## config.mk

```make
export PLATFORM = sky130hd
export DESIGN_NAME = mem_port_arbiter
export DESIGN_NICKNAME = d
export VERILOG_FILES = /design/src/rtl/mem_arb_pkg.sv /design/src/rtl/rr_arb2.sv /design/src/rtl/mem_port_arbiter.sv
export SDC_FILE = /design/constraint.sdc
export NUM_CORES = 1
export LEC_CHECK = 0
export CORE_MARGIN = 5
export CORE_UTILIZATION = 34
export DETAILED_ROUTE_END_ITERATION = 10
export PLACE_DENSITY_LB_ADDON = 0.1
export RECOVER_POWER = 100
export SYNTH_ARGS = -nofsm -noshare
export SYNTH_HDL_FRONTEND = slang
export SYNTH_HIERARCHICAL = 1
export SYNTH_SLANG_ARGS = --single-unit
```

## constraint.sdc

```tcl
create_clock -name clk -period 1.7 [get_ports clk]
set_clock_uncertainty 0.05 [all_clocks]
set_input_delay 0.51 -clock clk [delete_from_list [all_inputs] [get_ports clk]]
set_output_delay 0.51 -clock clk [all_outputs]
set_load 0.05 [all_outputs]
```

## src/rtl/mem_arb_pkg.sv

```systemverilog
// Shared types and helpers for the two-requester ROM read-port arbiter.
package mem_arb_pkg;

  typedef enum logic [1:0] {
    IDLE,
    WAIT,
    RESP
  } arb_state_t;

  typedef enum logic {
    PORT_IF = 1'b0,
    PORT_LD = 1'b1
  } port_id_t;

  function automatic int dw(input int extra_w);
    return (2 ** extra_w) * 8;
  endfunction

endpackage

```

## src/rtl/rr_arb2.sv

```systemverilog
// Two-way round-robin pick: a lone requester wins, a tie goes to the port not granted last.
module rr_arb2
  import mem_arb_pkg::*;
(
  input  logic [1:0] req,
  input  port_id_t   last_grant,
  output logic [1:0] gnt
);

  // NOTE: gnt gets a default before any branch so no latch is inferred.
  always_comb begin
    gnt = 2'b00;
    if (req == 2'b11) begin
      gnt = (last_grant == PORT_IF) ? 2'b10 : 2'b01;
    end else begin
      gnt = req;
    end
  end

endmodule

```

## src/rtl/mem_port_arbiter.sv

```systemverilog
// Shares one genrom-style read port between instruction fetch (IF) and data load (LD),
// one access at a time with a fixed ROM latency.
module mem_port_arbiter
  import mem_arb_pkg::*;
#(
  parameter  int MEM_ADDR    = 4,
  parameter  int MEM_EXTRA   = 4,
  parameter  int ROM_LATENCY = 1,
  localparam int DW          = dw(MEM_EXTRA)
) (
  input  logic                 clk,
  input  logic                 reset,
  input  logic                 if_req_valid,
  input  logic [MEM_ADDR:0]    if_req_addr,
  input  logic [MEM_EXTRA-1:0] if_req_extra,
  output logic                 if_req_ready,
  output logic                 if_rsp_valid,
  input  logic                 ld_req_valid,
  input  logic [MEM_ADDR:0]    ld_req_addr,
  input  logic [MEM_EXTRA-1:0] ld_req_extra,
  output logic                 ld_req_ready,
  output logic                 ld_rsp_valid,
  output logic [DW-1:0]        rsp_data,
  output logic                 rsp_error,
  output logic [MEM_ADDR:0]    mem_addr,
  output logic [MEM_EXTRA-1:0] mem_extra,
  input  logic [DW-1:0]        mem_data,
  input  logic                 mem_error,
  output logic                 busy
);

  localparam logic [2:0] LAT = 3'(ROM_LATENCY);

  arb_state_t state;
  port_id_t   owner;
  port_id_t   last_grant;
  logic [2:0] cnt;
  logic [1:0] gnt;
  logic [1:0] grant;
  logic       can_accept;

  rr_arb2 u_rr_arb2 (
    .req        ({ld_req_valid, if_req_valid}),
    .last_grant (last_grant),
    .gnt        (gnt)
  );

  // A new access may start while the previous response is being presented.
  assign can_accept   = !reset && (state == IDLE || state == RESP);
  assign grant        = can_accept ? gnt : 2'b00;
  assign if_req_ready = grant[0];
  assign ld_req_ready = grant[1];

  assign if_rsp_valid = !reset && state == RESP && owner == PORT_IF;
  assign ld_rsp_valid = !reset && state == RESP && owner == PORT_LD;
  assign busy         = (state == WAIT);

  // NOTE: all state is updated with non-blocking assignments so every register sees pre-edge values.
  always_ff @(posedge clk) begin
    if (reset) begin
      state      <= IDLE;
      cnt        <= '0;
      owner      <= PORT_IF;
      last_grant <= PORT_LD;
      mem_addr   <= '0;
      mem_extra  <= '0;
      rsp_data   <= '0;
      rsp_error  <= 1'b0;
    end else begin
      unique case (state)
        IDLE, RESP: begin
          if (grant[1]) begin
            owner      <= PORT_LD;
            last_grant <= PORT_LD;
            mem_addr   <= ld_req_addr;
            mem_extra  <= ld_req_extra;
            cnt        <= LAT;
            state      <= WAIT;
          end else if (grant[0]) begin
            owner      <= PORT_IF;
            last_grant <= PORT_IF;
            mem_addr   <= if_req_addr;
            mem_extra  <= if_req_extra;
            cnt        <= LAT;
            state      <= WAIT;
          end else begin
            state <= IDLE;
          end
        end
        WAIT: begin
          cnt <= cnt - 3'd1;
          if (cnt == 3'd1) begin
            rsp_data  <= mem_data;
            rsp_error <= mem_error;
            state     <= RESP;
          end
        end
        default: state <= IDLE;
      endcase
    end
  end

endmodule

```

Word level (Yosys, flattened, before mapping)
Index checks and enable logic that the tools add are counted.

Register bits after elaboration: 145. Output and inout bits: 143. Logic and storage cells: 45.

$add $sub $neg: 1. Eq/ne operators: 6. Mux-type cells: 16. Bitwise gates (word level): 1. Reduce and logical (&&, ||, !) cells: 13.

Operators with widths (number): two-way mux 5 bit (2); two-way mux 2 bit (4); two-way mux 4 bit (2); two-way mux 3 bit (2); case mux 3 bit (2 select lines) (1); AND reduction 2 bit (3); equality test 2 bit, second input constant (2); logical AND 1 bit (4); two-way mux 1 bit (4); case mux 2 bit (2 select lines) (1); nonzero test 2 bit (2); equality test 3 x 1 -> 1 bit, second input constant (1); inequality test 3 bit, second input constant (1); subtractor 3 x 1 -> 3 bit, second input constant (1); equality test 2 x 1 -> 1 bit, second input constant (1); logical NOT 2 bit (1); inequality test 2 x 1 -> 1 bit, second input constant (1); OR reduction 2 bit (1); logical NOT 1 bit (1); logical OR 1 bit (1); NOT 1 bit (1).

Depth between registers and ports, before layout
Depth in word-level cells: 7. Gate-level depth with buffers: 7. Gate-level depth less buffers: 5.

Hierarchy
The synthesis kept the hierarchy.

Modules (own cells, without submodules): mem_port_arbiter (times used 1, cells each 640, area each 5154.9 µm², sequential area each 2902.8 µm²); rr_arb2 (times used 1, cells each 3, area each 18.8 µm², sequential area each 0.0 µm²).

Worst setup path after synthesis
Ideal clock, no wire load.

Path kind: input to output. From: input reset. To: output if_rsp_valid. Arrival: 1618 ps. Required time: 1140 ps. Setup slack: -478 ps. Cell stages on the path: 4. Cells stage by stage: nor2_1 > buf_2 > nand2_1 > nor2_1.

Longest elaborated chain between the ends: 3.

Ends and longest elaborated chain: start: declaration (RTL line mem_port_arbiter.sv:12) `input logic reset,`; logical NOT 1 bit (RTL line mem_port_arbiter.sv:54) `assign if_rsp_valid = !reset && state == RESP && owner == PORT_IF;`; logical AND 1 bit (2 in a row) (RTL line mem_port_arbiter.sv:54); end: declaration (RTL line mem_port_arbiter.sv:17) `output logic if_rsp_valid,`.

No other way between the ends.

Worst setup path after layout
From: register state[0]. To: output busy.

Longest elaborated chain between the ends: 1.

Ends and longest elaborated chain: start: declaration (RTL line mem_port_arbiter.sv:34) `arb_state_t state;`; start signal: assignment (RTL line mem_port_arbiter.sv:61) `state <= IDLE;`; start signal: assignment (RTL line mem_port_arbiter.sv:78) `state <= WAIT;`; start signal: assignment (RTL line mem_port_arbiter.sv:85) `state <= WAIT;`; equality test 2 x 1 -> 1 bit (RTL line mem_port_arbiter.sv:56) `assign busy = (state == WAIT);`; end: declaration (RTL line mem_port_arbiter.sv:29) `output logic busy`.

No other way between the ends.

==> summary.txt <==
Logic synthesis
  • Post-synth cell types: 26
  • Synth warnings: 6
  • Share of the yosys chip area belonging to registers: 56.1%
  • Synth Instances: 643
  • Post-Syn Area: 5170 µm²
  • Syn Nets: 796
  • Synthesized area per cell: 8.05 µm²
  • Largest area contributor in the netlist: dfxtp_1
  • Main area contributors after synthesis: dfxtp_1 56%, nand2_1 19%, a21oi_1 14%
  • Top cell type's share of synthesized area: 56.1%
  • Synth Register Bits: 145

Layout
  • Layout net count: 1,087
  • Area grow syn2layout: 62.8%
  • Commonest non-fill, non-tap cells in the layout: 259 x nand2_1, 147 x clkdlybuf4s50_1, 142 x dfxtp_1, 140 x a21oi_1, 137 x clkbuf_2
  • Share of cells above drive strength 1: 22.6%
  • Commonest non-fill, non-tap cell in the layout: nand2_1
  • Design Area, Final: 8420 µm²

Min path
  • Min-delay worst type: register to register
  • WHS Path Cells: 2

Die
  • Starting Density: 34.3%
  • Core Rows: 45
  • Core area: 15,100 µm²
  • Total I/O pin count: 294
  • Die W: 133 µm
  • Die Y: 133 µm
  • Die ar.: 17,800 µm²

Run status
  • Failing checks: negative setup slack
  • Outcome: complete, but fails checks

CTS
  • CTS tree: done
  • Hold buffer count at CTS: 0
  • Worst skew pair latency: 0.41 ns
  • Clock sinks: 145
  • Worst-path clk slew: 0.06 ns
  • CTS root buf: clkbuf_16
  • Clk buf depth: 2
  • H-tree lvl count: 4
  • Total CTS buffers: 17

Global route
  • Antenna violations before repair: 1
  • Met2 Resource Use GR: 35.9%
  • Grt met3 use: 7.02%
  • Grt met1 use: 20.7%
  • All-Layer GR Usage: 19.9%
  • Global-route wire length before repair: 28,200 µm
  • Number of global-route vias before repair: 5,421
  • Overflow left after global routing: 0
  • Largest net degree at the start of global routing: 76
  • Most used routing layer: met2

Critical path
  • Buf/Inv on CP: 2
  • Slowest cell on crit path: dfxtp_2
  • Worst Setup Start Kind: register
  • Top delay family on crit path: flip-flops
  • CP Max Fanout: 4
  • Worst EP required: 1.14 ns
  • Levels on crit path: 3
  • Worst Path Arrival: 1.27 ns
  • CP Capture Type: output pin
  • Crit Path Category: register to output pin
  • Critical-path cell list: buf_4, nor2b_4, buf_12
  • Reg2reg path depth: 7
  • CP max stage delay: 0.38 ns

STA
  • Final TNS setup: -0.516 ns
  • Slew margin rel.: 52.2%
  • Setup violations, final: 5
  • PnR worst setup slack: -0.127 ns
  • Hold WS: 0.402 ns
  • Worst-Margin Slew: 0.717 ns
  • Pins Over Slew Limit: 0
  • Hold Fails Final Rpt: 0
  • Post-layout min period: 1.83 ns
  • RSZ-0062 raised after global routing: true
  • Period utilization: 107%
  • Max frequency: 547 MHz

Route
  • Drt drc: 0
  • Vias per cell: 4.75
  • Antenna viol nets, final: 0
  • Pre-Repair DR Iteration Count: 4
  • Routed WL: 18,100 µm
  • Via count: 5,391
  • DR iter-0 viols: 257
  • Wirelength per Cell: 16.0 µm

Pwr
  • Pwr/cell area: 1110 nW/µm²
  • P_leak: 0.00336 µW
  • VDD IR max: 0.618 mV

Job
  • Max Cap Viol: 0

Placed design
  • Final GP Congestion: 0.765
  • HPWL after DPL: 13,500 µm
  • Count of buffers from port buffering: 293
  • Placed cell area: 9860 µm²
area by class of cell:
class | instances | area [µm²]
diodes | 1 | 2.50
clock buffers | 20 | 437
clock inverters | 11 | 164
fillers | 1379 | 6670
inverters | 3 | 11.3
multi-input cells | 447 | 2110
flip-flops and latches | 145 | 2910
well taps | 188 | 235
repair buffers | 320 | 2550
state kept, by name (all words and copies together), names as in the netlist:
signal      count
rsp_data      128
mem_addr        5
mem_extra       4
cnt             3
state           2
last_grant      1
owner           1
rsp_error       1
tightest hold or removal path: cells and delay by family (launching register included):
kind	cells	cell delay [ns]
DFF	1	0.30
and+or+nand+nor	1	0.05
AOI/OAI and AO/OA	1	0.05
what timing repair did:
action,in CTS,in global routing
pin swaps,3,0
gates resized for setup,17,1
setup endpoints to repair,12,6
buffers inserted,3,0
per-layer routing:
layer | share of wire [%] | vias up
li1 | - | 2671
met1 | 38 | 2490
met2 | 51 | 193
met3 | 7.5 | 37
met4 | 3.8 | 0
met5 | 0 | -
synthesized netlist by cell type:
cell type / count
a211o_1: 2
a211oi_1: 9
a21boi_0: 1
a21boi_1: 1
a21oi_1: 141
a2bb2oi_1: 1
and2_1: 2
and3_1: 1
and4bb_2: 1
buf_2: 26
buf_4: 2
clkbuf_1: 20
dfxtp_1: 145
ha_1: 2
inv_1: 3
mux2i_1: 9
nand2_1: 259
nand2b_1: 3
nand3b_1: 1
nand4bb_1: 1
nor2_1: 6
nor2b_1: 2
nor3_1: 2
o31a_1: 1
or2_2: 1
xor2_1: 1
per-stage QoR:
step / setup WS, ns / instances / total power, µW / util [%]
after floorplan: -0.0356 / 643 / 4830 / -
after global placement: -0.416 / 1100 / 6150 / 65.4
after detailed placement: -0.456 / 1100 / 6200 / 65.4
after CTS: -0.154 / 1134 / 10100 / 69.7
after global routing: -0.185 / 1135 / 9730 / 55.8
final: -0.127 / 1135 / 9340 / 55.8
final timing paths:
path | from | end | slack (ns)
max | state[0] | busy | -0.13
min | rsp_data[90] | rsp_data[90] | 0.40
max reg2reg | cnt[1] | rsp_data[4] | 0.04
min reg2reg | rsp_data[90] | rsp_data[90] | 0.40
cells by family (layout without fill, tap and decap cells):
| logic type | count (synthesis) | in the layout | synth area share [%] |
|---|---|---|---|
| AND/OR/NAND/NOR | 279 | 279 | 21.1 |
| AO/OA/AOI/OAI | 156 | 156 | 15.9 |
| flip-flops | 145 | 145 | 56.1 |
| buffers and inverters | 51 | 354 | 4.47 |
| multiplexers | 9 | 9 | 1.74 |
| adder cells (fa/ha/maj) | 2 | 2 | 0.484 |
| XOR/XNOR | 1 | 1 | 0.169 |
| other | 0 | 1 | 0 |
power breakdown:
group          leakage, µW  total (µW)  internal (µW)  switching, µW
logic              0.00189        1860            698           1160
registers          0.00118        3690           3590            106
clock network     0.000290        3790           2440           1360
total              0.00336        9340           6720           2620
Note: power is estimated with default switching activity, not from simulation.
